==> config.mk <==
export PLATFORM = sky130hd
export DESIGN_NAME = nn_feature_loader
export DESIGN_NICKNAME = d
export VERILOG_FILES = /design/src/rtl/nn_feature_loader.sv
export SDC_FILE = /design/constraint.sdc
export NUM_CORES = 1
export LEC_CHECK = 0
export CAP_MARGIN = 40
export CORE_MARGIN = 2
export CORE_UTILIZATION = 49
export DETAILED_ROUTE_END_ITERATION = 8
export PLACE_DENSITY = 0.88
export SLEW_MARGIN = 20
export SYNTH_ARGS = -nofsm -noshare
export SYNTH_HDL_FRONTEND = slang
export SYNTH_SLANG_ARGS = --single-unit
==> constraint.sdc <==
create_clock -name clk -period 1.9 [get_ports clk]
set_input_delay 0.57 -clock clk [delete_from_list [all_inputs] [get_ports clk]]
set_output_delay 0.57 -clock clk [all_outputs]
set_load 0.05 [all_outputs]
==> src/rtl/nn_feature_loader.sv <==
// nn_feature_loader: assembles N_FEAT feature words into a vector, holds it for the classifier latency, then hands off the class.
// Optional macro FEAT_LAST_CHECK_EN enables feat_last framing checks that drive frame_err.
module nn_feature_loader #(
    parameter int N_FEAT     = 16,
    parameter int NN_LATENCY = 4
) (
    input  logic                            clk,
    input  logic                            rst,
    input  logic signed [15:0]              feat_data,
    input  logic                            feat_valid,
    input  logic                            feat_last,
    output logic                            feat_ready,
    output logic signed [N_FEAT-1:0][15:0]  input_vector,
    input  logic [1:0]                      nn_class,
    output logic [1:0]                      class_id,
    output logic                            result_valid,
    input  logic                            result_ready,
    output logic                            frame_err
);
    localparam int IW = $clog2(N_FEAT);
    localparam int CW = $clog2(NN_LATENCY + 1);

    typedef enum logic [1:0] {S_FILL, S_WAIT, S_RESULT} state_t;

    state_t state, state_nx;
    logic [IW-1:0] idx;
    logic [CW-1:0] cnt;
    logic beat, last_word, ferr, done, hs;

`ifndef FEAT_LAST_CHECK_EN
    logic unused_last;
    assign unused_last = feat_last;
`endif

    always_comb begin
        feat_ready = state == S_FILL;
        beat       = feat_ready && feat_valid;
        last_word  = idx == IW'(N_FEAT - 1);
`ifdef FEAT_LAST_CHECK_EN
        ferr       = beat && (feat_last != last_word);
`else
        ferr       = 1'b0;
`endif
        done       = state == S_WAIT && cnt == CW'(NN_LATENCY);
        hs         = state == S_RESULT && result_ready;
        state_nx   = state;
        if (beat && last_word && !ferr)
            state_nx = S_WAIT;
        else if (done)
            state_nx = S_RESULT;
        else if (hs)
            state_nx = S_FILL;
    end

    always_ff @(posedge clk) begin
        if (!rst)
            state <= S_FILL;
        else
            state <= state_nx;
    end

    always_ff @(posedge clk) begin
        if (!rst) begin
            idx          <= '0;
            cnt          <= '0;
            input_vector <= '0;
            class_id     <= '0;
            result_valid <= 1'b0;
            frame_err    <= 1'b0;
        end else begin
            frame_err <= ferr;
            if (beat) begin
                idx <= (ferr || last_word) ? '0 : idx + 1'b1;
                if (!ferr)
                    input_vector[idx] <= feat_data;
            end
            // counter runs only while waiting so it starts at 0 for each frame
            cnt <= (state == S_WAIT && !done) ? cnt + 1'b1 : '0;
            if (done) begin
                class_id     <= nn_class;
                result_valid <= 1'b1;
            end else if (hs) begin
                result_valid <= 1'b0;
            end
        end
    end
endmodule

### After elaboration in Yosys (flattened, before gate mapping)

Index checks and enable logic that the tools add are counted.

| word-level totals | value |
|---|---|
| output and inout port bits | 261 |
| register bits after elaboration | 268 |
| logic and storage cells | 52 |
| input port bits | 23 |

| cells by class | value |
|---|---|
| reductions and logical operators | 12 |
| equality and inequality tests | 4 |
| mux-type cells | 9 |
| add/subtract/negate cells | 2 |
| bitwise gates (word level) | 1 |
| magnitude comparators | 2 |

Operators by type and width:

| kind | count |
|---|---|
| bitwise mux 256 bit | 1 |
| demux 16 bit (select 4 bit) | 1 |
| two-way mux 16 bit | 1 |
| logical AND 1 bit | 6 |
| < comparator 4 x 5 -> 1 bit (second input constant) | 1 |
| adder 4 x 1 -> 4 bit (second input constant) | 1 |
| == test 4 bit (second input constant) | 1 |
| greater-or-equal comparator 4 x 1 -> 1 bit (second input constant) | 1 |
| two-way mux 2 bit | 2 |
| two-way mux 4 bit | 1 |
| adder 3 x 1 -> 3 bit (second input constant) | 1 |
| == test 3 bit (second input constant) | 1 |
| two-way mux 1 bit | 3 |
| nonzero test 3 bit | 1 |
| == test 2 x 1 -> 1 bit (second input constant) | 1 |
| == test 2 bit (second input constant) | 1 |
| logical NOT 2 bit | 1 |
| AND reduction 2 bit | 1 |
| nonzero test 2 bit | 1 |
| OR reduction 2 bit | 1 |
| logical NOT 1 bit | 1 |
| NOT 1 bit | 1 |

### Depth between registers and ports, before layout

Gate-level depths: netlist of run 1.

| depth | value |
|---|---|
| depth after elaboration | 5 |
| gate-level depth with buffers | 7 |
| gate-level depth less buffers | 5 |

### Worst setup path before layout of run 1

OpenSTA, ideal clock, no wires.

| timing | value |
|---|---|
| kind | reg2out |
| from | register state[0] |
| to | output feat_ready |
| data required time | 1.330 ns |
| data arrival time | 1.230 ns |
| stages on the path, launching flop included | 4 |
| path buffers | 2 |
| slack | 0.100 ns |
| path through | dfxtp_1 buf_6 buf_6 nor2_1 |

| between the ends | value |
|---|---|
| word-level cells in the longest chain between the ends | 1 |

Ends and longest elaborated chain:

| what | line | text |
|---|---|---|
| start: declaration | 25 | `state_t state, state_nx;` |
| start signal: assignment | 59 | `state <= state_nx;` |
| logical NOT 2 bit | 36 | `feat_ready = state == S_FILL;` |
| end: declaration | 12 | `output logic feat_ready,` |

Every way passes these cells.

### Worst setup path after layout of run 1

| timing | value |
|---|---|
| from | register state[1] |
| to | output feat_ready |

The elaborated chain is that of the path after synthesis.

==> results.json, run 1 <==
{
  "status": "complete, no violations",
  "grt_pass1_vias": 10123,
  "rsz0062_at_grt": "true",
  "finalSetupViolations": 0,
  "ys_warn_count": 0,
  "synth_seq_cells": 268,
  "internal_power_mw": 9.39,
  "post-route-period-util_pct": 98.4,
  "min_path_cells": 2,
  "cts_tree": "done",
  "yosys.area_share.simple_pct": 13.7,
  "routed_wl_microns": 38500,
  "core_sq_um": 22600,
  "numCtsBuffers": 28,
  "clock_path_buffers": 3,
  "crit_family": "flip-flops",
  "synth_fp_nets": 1304,
  "gp_congestion": 0.821,
  "dr_total_vias": 10893,
  "synthAdderAreaFrac_pct": 0.667,
  "start_util_pct": 49.9,
  "grt_first_pass_wirelength_microns": 57800,
  "cts_hold_buf": 0,
  "die_h_microns": 156,
  "dpl.cell_count": 1728,
  "slowest_stage": "dfxtp_4",
  "place_area_sq_um": 13800,
  "mostFrequentLayoutCell": "buf_4",
  "hold_viol_final": 0,
  "hp-start": "rst",
  "syn-cell-area_sq_um": 11300,
  "grt_usage_pct": 30.0,
  "worst_pin_slew_ns": 0.586,
  "nNetsFinal": 1507,
  "clock-sinks": 268,
  "comb_power_share_pct": 9.6,
  "die_area_sq_um": 24200,
  "r2r_cells": 5,
  "crit_chain": "buf_6 > nor2_4 > buf_8",
  "layout-drive-gt1-share_pct": 26.5,
  "avgViaCountPerCell": 6.11,
  "drc": 0,
  "drv_slew": 0,
  "fin_cells": 1784,
  "crit_arrival_ns": 1.30,
  "reg2reg_to": "input_vector[16]",
  "r2r-start": "state[0]",
  "clockRootBuffer": "clkbuf_16",
  "clock-skew-final_ns": 0.0120,
  "hold_class": "primary input to flip-flop",
  "fin_crit_ns": 1.87,
  "postLayoutSetupSlackWorst_ns": 0.0313,
  "seq_power_share_pct": 45.8,
  "initialDrtViolationCount": 1080,
  "ir_drop_mv": 0.562,
  "worst_ep_required_time_ns": 1.33,
  "cts-htree-levels": 1,
  "ys_types": 34,
  "place_ws_ns": -0.188,
  "slowest_delay_ns": 0.36,
  "path_buf_inv": 2,
  "avgSynthCellArea_sq_um": 8.83,
  "max-cap-violations": 0,
  "io_pins": 284,
  "area_growth_syn_to_layout_pct": 32.1,
  "wl_per_cell_microns": 21.6,
  "io_buffers": 281,
  "p_per_area_nw_per_um2": 839,
  "pwr-share-clk_pct": 44.6,
  "syn_inst": 1275,
  "fmax_mhz": 535,
  "switching_power_mw": 3.09,
  "layout_common_cells": "286 x buf_4, 266 x dfxtp_1, 257 x nand3_1, 200 x a21boi_1, 180 x o21ai_1",
  "drtPass1Iterations": 6,
  "grt.overflow.total": 0,
  "relSlewSlack_pct": 60.9,
  "cp_max_fo": 6,
  "worstSetupPathType": "flip-flop to primary output",
  "grt_max_degree": 65,
  "end_kind": "primary output",
  "p_leak_nw": 5.68,
  "antenna_left": 0,
  "synthMuxAreaShare_pct": 0.267,
  "synth_top_family_by_area": "compound AO/OA/AOI/OAI gates",
  "num_antenna_cells": 0,
  "fillers": 1813,
  "die_w_microns": 156,
  "min_to": "input_vector[39]",
  "rows": 55,
  "rrSetupSlack_ns": 0.07,
  "hpwlAfterDp_microns": 22700,
  "clkTransAtPathRegs_ns": 0.06,
  "switching_share_pct": 24.7,
  "antenna_found_initial": 0,
  "clock_latency_ns": 0.53,
  "post-route-util_pct": 65.9,
  "synth_xor_area_share_pct": 0.0778,
  "synth_seq_area_share_pct": 47.6,
  "fin_area_sq_um": 14900,
  "synth-compound-area-share_pct": 29.0,
  "start_kind": "flip-flop"
}
## area by class of cell
cell class / instances / area, sq um / share of cell area [%]
inverters: 5 / 18.8 / 0.126
multi-input cells: 826 / 4980 / 33.5
repair buffers: 349 / 3190 / 21.5
well taps: 285 / 357 / 2.40
flip-flops and latches: 268 / 5370 / 36.1
clock buffers: 42 / 875 / 5.88
clock inverters: 9 / 76.3 / 0.513
## cells in the mapped netlist, drive strengths merged
master | n | share of area [%]
dfxtp | 268 | 48
a21boi | 259 | 17
o21ai | 259 | 12
nand3 | 257 | 11
clkbuf | 100 | 3.3
buf | 76 | 5.1
nand2 | 7 | 0.23
and2 | 6 | 0.33
ha | 6 | 0.67
inv | 5 | 0.17
nor2 | 4 | 0.13
a21oi | 3 | 0.13
mux2i | 3 | 0.27
nand3b | 3 | 0.20
nor2b | 3 | 0.17
nor4b | 2 | 0.27
or4b | 2 | 0.18
a22oi | 1 | 0.067
and4bb | 1 | 0.11
conb | 1 | 0.033
nand4b | 1 | 0.078
nand4bb | 1 | 0.10
nor3b | 1 | 0.067
nor4 | 1 | 0.19
o31ai | 1 | 0.067
or3 | 1 | 0.056
or3b | 1 | 0.10
or4 | 1 | 0.067
xnor2 | 1 | 0.078
## registers in the layout (all words and copies together) (netlist names)
| signal | count |
|---|---|
| input_vector | 256 |
| cnt | 3 |
| state | 2 |
| class_id | 2 |
| idx | 4 |
| result_valid | 1 |
## metal layers
layer  up-vias  track usage, %  share of wire [%]
li1       4923               -                  -
met1      5219            39.3                 38
met2       617            48.0                 47
met3       134            5.42                9.6
met4         0            14.9                5.2
met5         -               0                  0
## worst max-delay path by stage
| stage | slack [ns] | cells after the start | to | from |
|---|---|---|---|---|
| final | 0.03 | 3 | feat_ready | state[1] |
| after global routing | -0.01 | 3 | feat_ready | state[1] |
| after CTS | 0.007 | 3 | feat_ready | state[0] |
| after detailed placement | -0.19 | 6 | input_vector[56] | feat_valid |
| after global placement | -0.12 | 6 | input_vector[57] | feat_valid |
| after floorplan | 0.10 | 3 | feat_ready | state[0] |
## repair_timing
action,CTS,global route
gates cloned,0,1
endpoints found under the setup margin,1,3
resized for setup,9,1
setup buffers,2,2
pin swaps,0,1
## cell families (layout without fill, tap and decap cells)
family / count (synthesis) / in the layout
AO/OA/AOI/OAI: 523 / 523
AND/OR/NAND/NOR: 292 / 292
flip-flops: 268 / 268
buffers and inverters: 181 / 405
adder cells (fa/ha/maj): 6 / 6
multiplexers: 3 / 3
other: 1 / 1
XOR/XNOR: 1 / 1
## worst reg2reg max path: cells and delay by family, from the launching register on
kind,cells,cell delay [ns]
buf+inv,2,0.40
flops,1,0.34
simple gates,1,0.70
compound gates,2,0.29
## per-stage QoR
step           hold slack, ns  setup TNS (ns)  total power, mW
2_1_floorplan           0.479               0             6.51
3_3_place_gp            0.459          -13.20             7.01
3_5_place_dp            0.468          -26.29             7.02
4_1_cts                 0.426               0             12.5
5_1_grt                 0.432         -0.0116             12.8
6_report                0.439               0             12.5
## power by group through the flow
stage               Clock [mW]  Combinational (mW)  Sequential (mW)
CTS                       5.62                1.19             5.71
global route              5.84                1.25             5.71
detailed placement           0                1.19             5.84
global placement             0                1.18             5.83
finish                    5.57                1.20             5.71
floorplan                    0               0.496             6.02
(Power assumes the default switching activity.)
==> run 2, diff against run 1 <==
CORE_ASPECT_RATIO = 1.4   (was not set)
==> run 2 against run 1 <==
Net effect: non-clock buffer count grew 4; sequential power is essentially flat; worst setup slack gained 0.018 ns; maximum frequency grew 0.95%; sequential share of layout area grew 0.059 points; clock power shrank 1%; die area is essentially flat; power shrank 0.62%; cell count grew 1.0%; largest cell class unchanged; clock-buffer cell count shrank 7; critical path depth is the same.
==> results.json, run 2 (synthesized netlist as in run 1, its figures left out) <==
{
  "dpl.cell_count": 1752,
  "clockRootBuffer": "clkbuf_16",
  "crit_arrival_ns": 1.28,
  "die_h_microns": 183,
  "end_kind": "primary output",
  "clock-skew-final_ns": 0.00487,
  "dr_total_vias": 10933,
  "worst_ep_required_time_ns": 1.33,
  "rrSetupSlack_ns": 0.10,
  "fin_area_sq_um": 14800,
  "drtPass1Iterations": 6,
  "relSlewSlack_pct": 61.1,
  "hold_viol_final": 0,
  "hpwlAfterDp_microns": 23300,
  "crit_family": "flip-flops",
  "wl_per_cell_microns": 21.0,
  "ir_drop_mv": 0.712,
  "grt_max_degree": 65,
  "post-route-util_pct": 65.9,
  "worstSetupPathType": "flip-flop to primary output",
  "start_kind": "flip-flop",
  "clkTransAtPathRegs_ns": 0.06,
  "routed_wl_microns": 37800,
  "fin_cells": 1802,
  "p_leak_nw": 5.66,
  "core_sq_um": 22500,
  "grt.overflow.total": 0,
  "antenna_found_initial": 1,
  "post-route-period-util_pct": 97.4,
  "cts-htree-levels": 1,
  "place_area_sq_um": 13900,
  "crit_chain": "buf_6 > nor2_4 > buf_8",
  "power_mw": 12.4,
  "top_register": "input_vector",
  "grt_pass1_vias": 10692,
  "clock_latency_ns": 0.53,
  "fmax_mhz": 540,
  "postLayoutSetupSlackWorst_ns": 0.0489,
  "fin_crit_ns": 1.85,
  "place_ws_ns": -0.170,
  "avgViaCountPerCell": 6.07,
  "die_area_sq_um": 24200,
  "layout_common_cells": "293 x buf_4, 266 x dfxtp_1, 257 x nand3_1, 200 x a21boi_1, 180 x o21ai_1",
  "cp_max_fo": 4,
  "clock-sinks": 268,
  "whs_ns": 0.464,
  "initialDrtViolationCount": 1027,
  "fillers": 1759,
  "io_buffers": 281,
  "gp_congestion": 0.809,
  "rows": 65,
  "cts_tree": "done",
  "rsz0062_at_grt": "false",
  "nNetsFinal": 1509,
  "hold_class": "primary input to flip-flop",
  "slowest_delay_ns": 0.34,
  "p_per_area_nw_per_um2": 836,
  "reg.largest.list": "input_vector (256), idx (4), cnt (3)",
  "status": "complete, no violations",
  "mostFrequentLayoutCell": "buf_4",
  "antenna_left": 0,
  "tns_ns": 0,
  "path_buf_inv": 2,
  "drc": 0,
  "io_pins": 284,
  "numCtsBuffers": 26,
  "layout-drive-gt1-share_pct": 26.6,
  "area_growth_syn_to_layout_pct": 31.8,
  "finalSetupViolations": 0,
  "cts_hold_buf": 0,
  "slowest_stage": "dfxtp_2",
  "start_util_pct": 50.0,
  "die_w_microns": 132,
  "largest_reg_flops": 256,
  "worst_pin_slew_ns": 0.584,
  "clock_path_buffers": 3,
  "grt_usage_pct": 30.2,
  "grt_first_pass_wirelength_microns": 58500,
  "drv_slew": 0,
  "max-cap-violations": 0
}
[run 2: cell count changes in the layout (fill, tap and decap cells not counted), moves of 2 or more]
cell       delta
clkbuf_8      -4
buf_12        -2
bufinv_16     +2
clkbuf_16     -3
buf_4         +7
[run 2: timing repair]
| item | CTS | global route |
|---|---|---|
| resized for setup | 7 | 1 |
| cloned | 0 | 0 |
| setup buffers | 2 | 0 |
| setup endpoints to repair | 1 | 7 |
[run 2: power breakdown]
group	total (mW)	internal, mW	switching, mW
Clock	5.49	3.24	2.25
Sequential	5.71	5.67	0.0351
Combinational	1.21	0.417	0.789
[run 2: path summary, 6_finish.rpt]
path                          start                 to  cells past startpoint
setup / recovery           state[0]         feat_ready                      3
hold / removal                  rst    input_vector[9]                      2
setup reg to reg           state[1]   input_vector[29]                      4
hold reg to reg   input_vector[237]  input_vector[237]                      2
[run 2: metal layers]
metal | track usage [%] | share of wire (%) | up-vias
met3 | 6.36 | 9.2 | 187
met2 | 50.0 | 48 | 627
li1 | - | - | 4937
met4 | 21.0 | 7.4 | 0
met1 | 34.8 | 36 | 5182
met5 | 0 | 0 | -
[run 2: worst reg2reg max path, stage by stage, from the launching register on]
cell and delay [ns]:
dfxtp_4 0.42, or4_2 0.66, buf_4 0.30, o21ai_1 0.22, a21boi_1 0.09
[run 2: final cells by class]
class | count | area (sq um) | area share, %
Antenna cell | 1 | 2.50 | 0.0169
Inverter | 5 | 18.8 | 0.126
Sequential cell | 268 | 5370 | 36.2
Timing Repair Buffer | 353 | 3180 | 21.4
Clock buffer | 35 | 766 | 5.16
Clock inverter | 13 | 150 | 1.01
Multi-Input combinational cell | 826 | 4980 | 33.5
Tap cell | 301 | 377 | 2.54
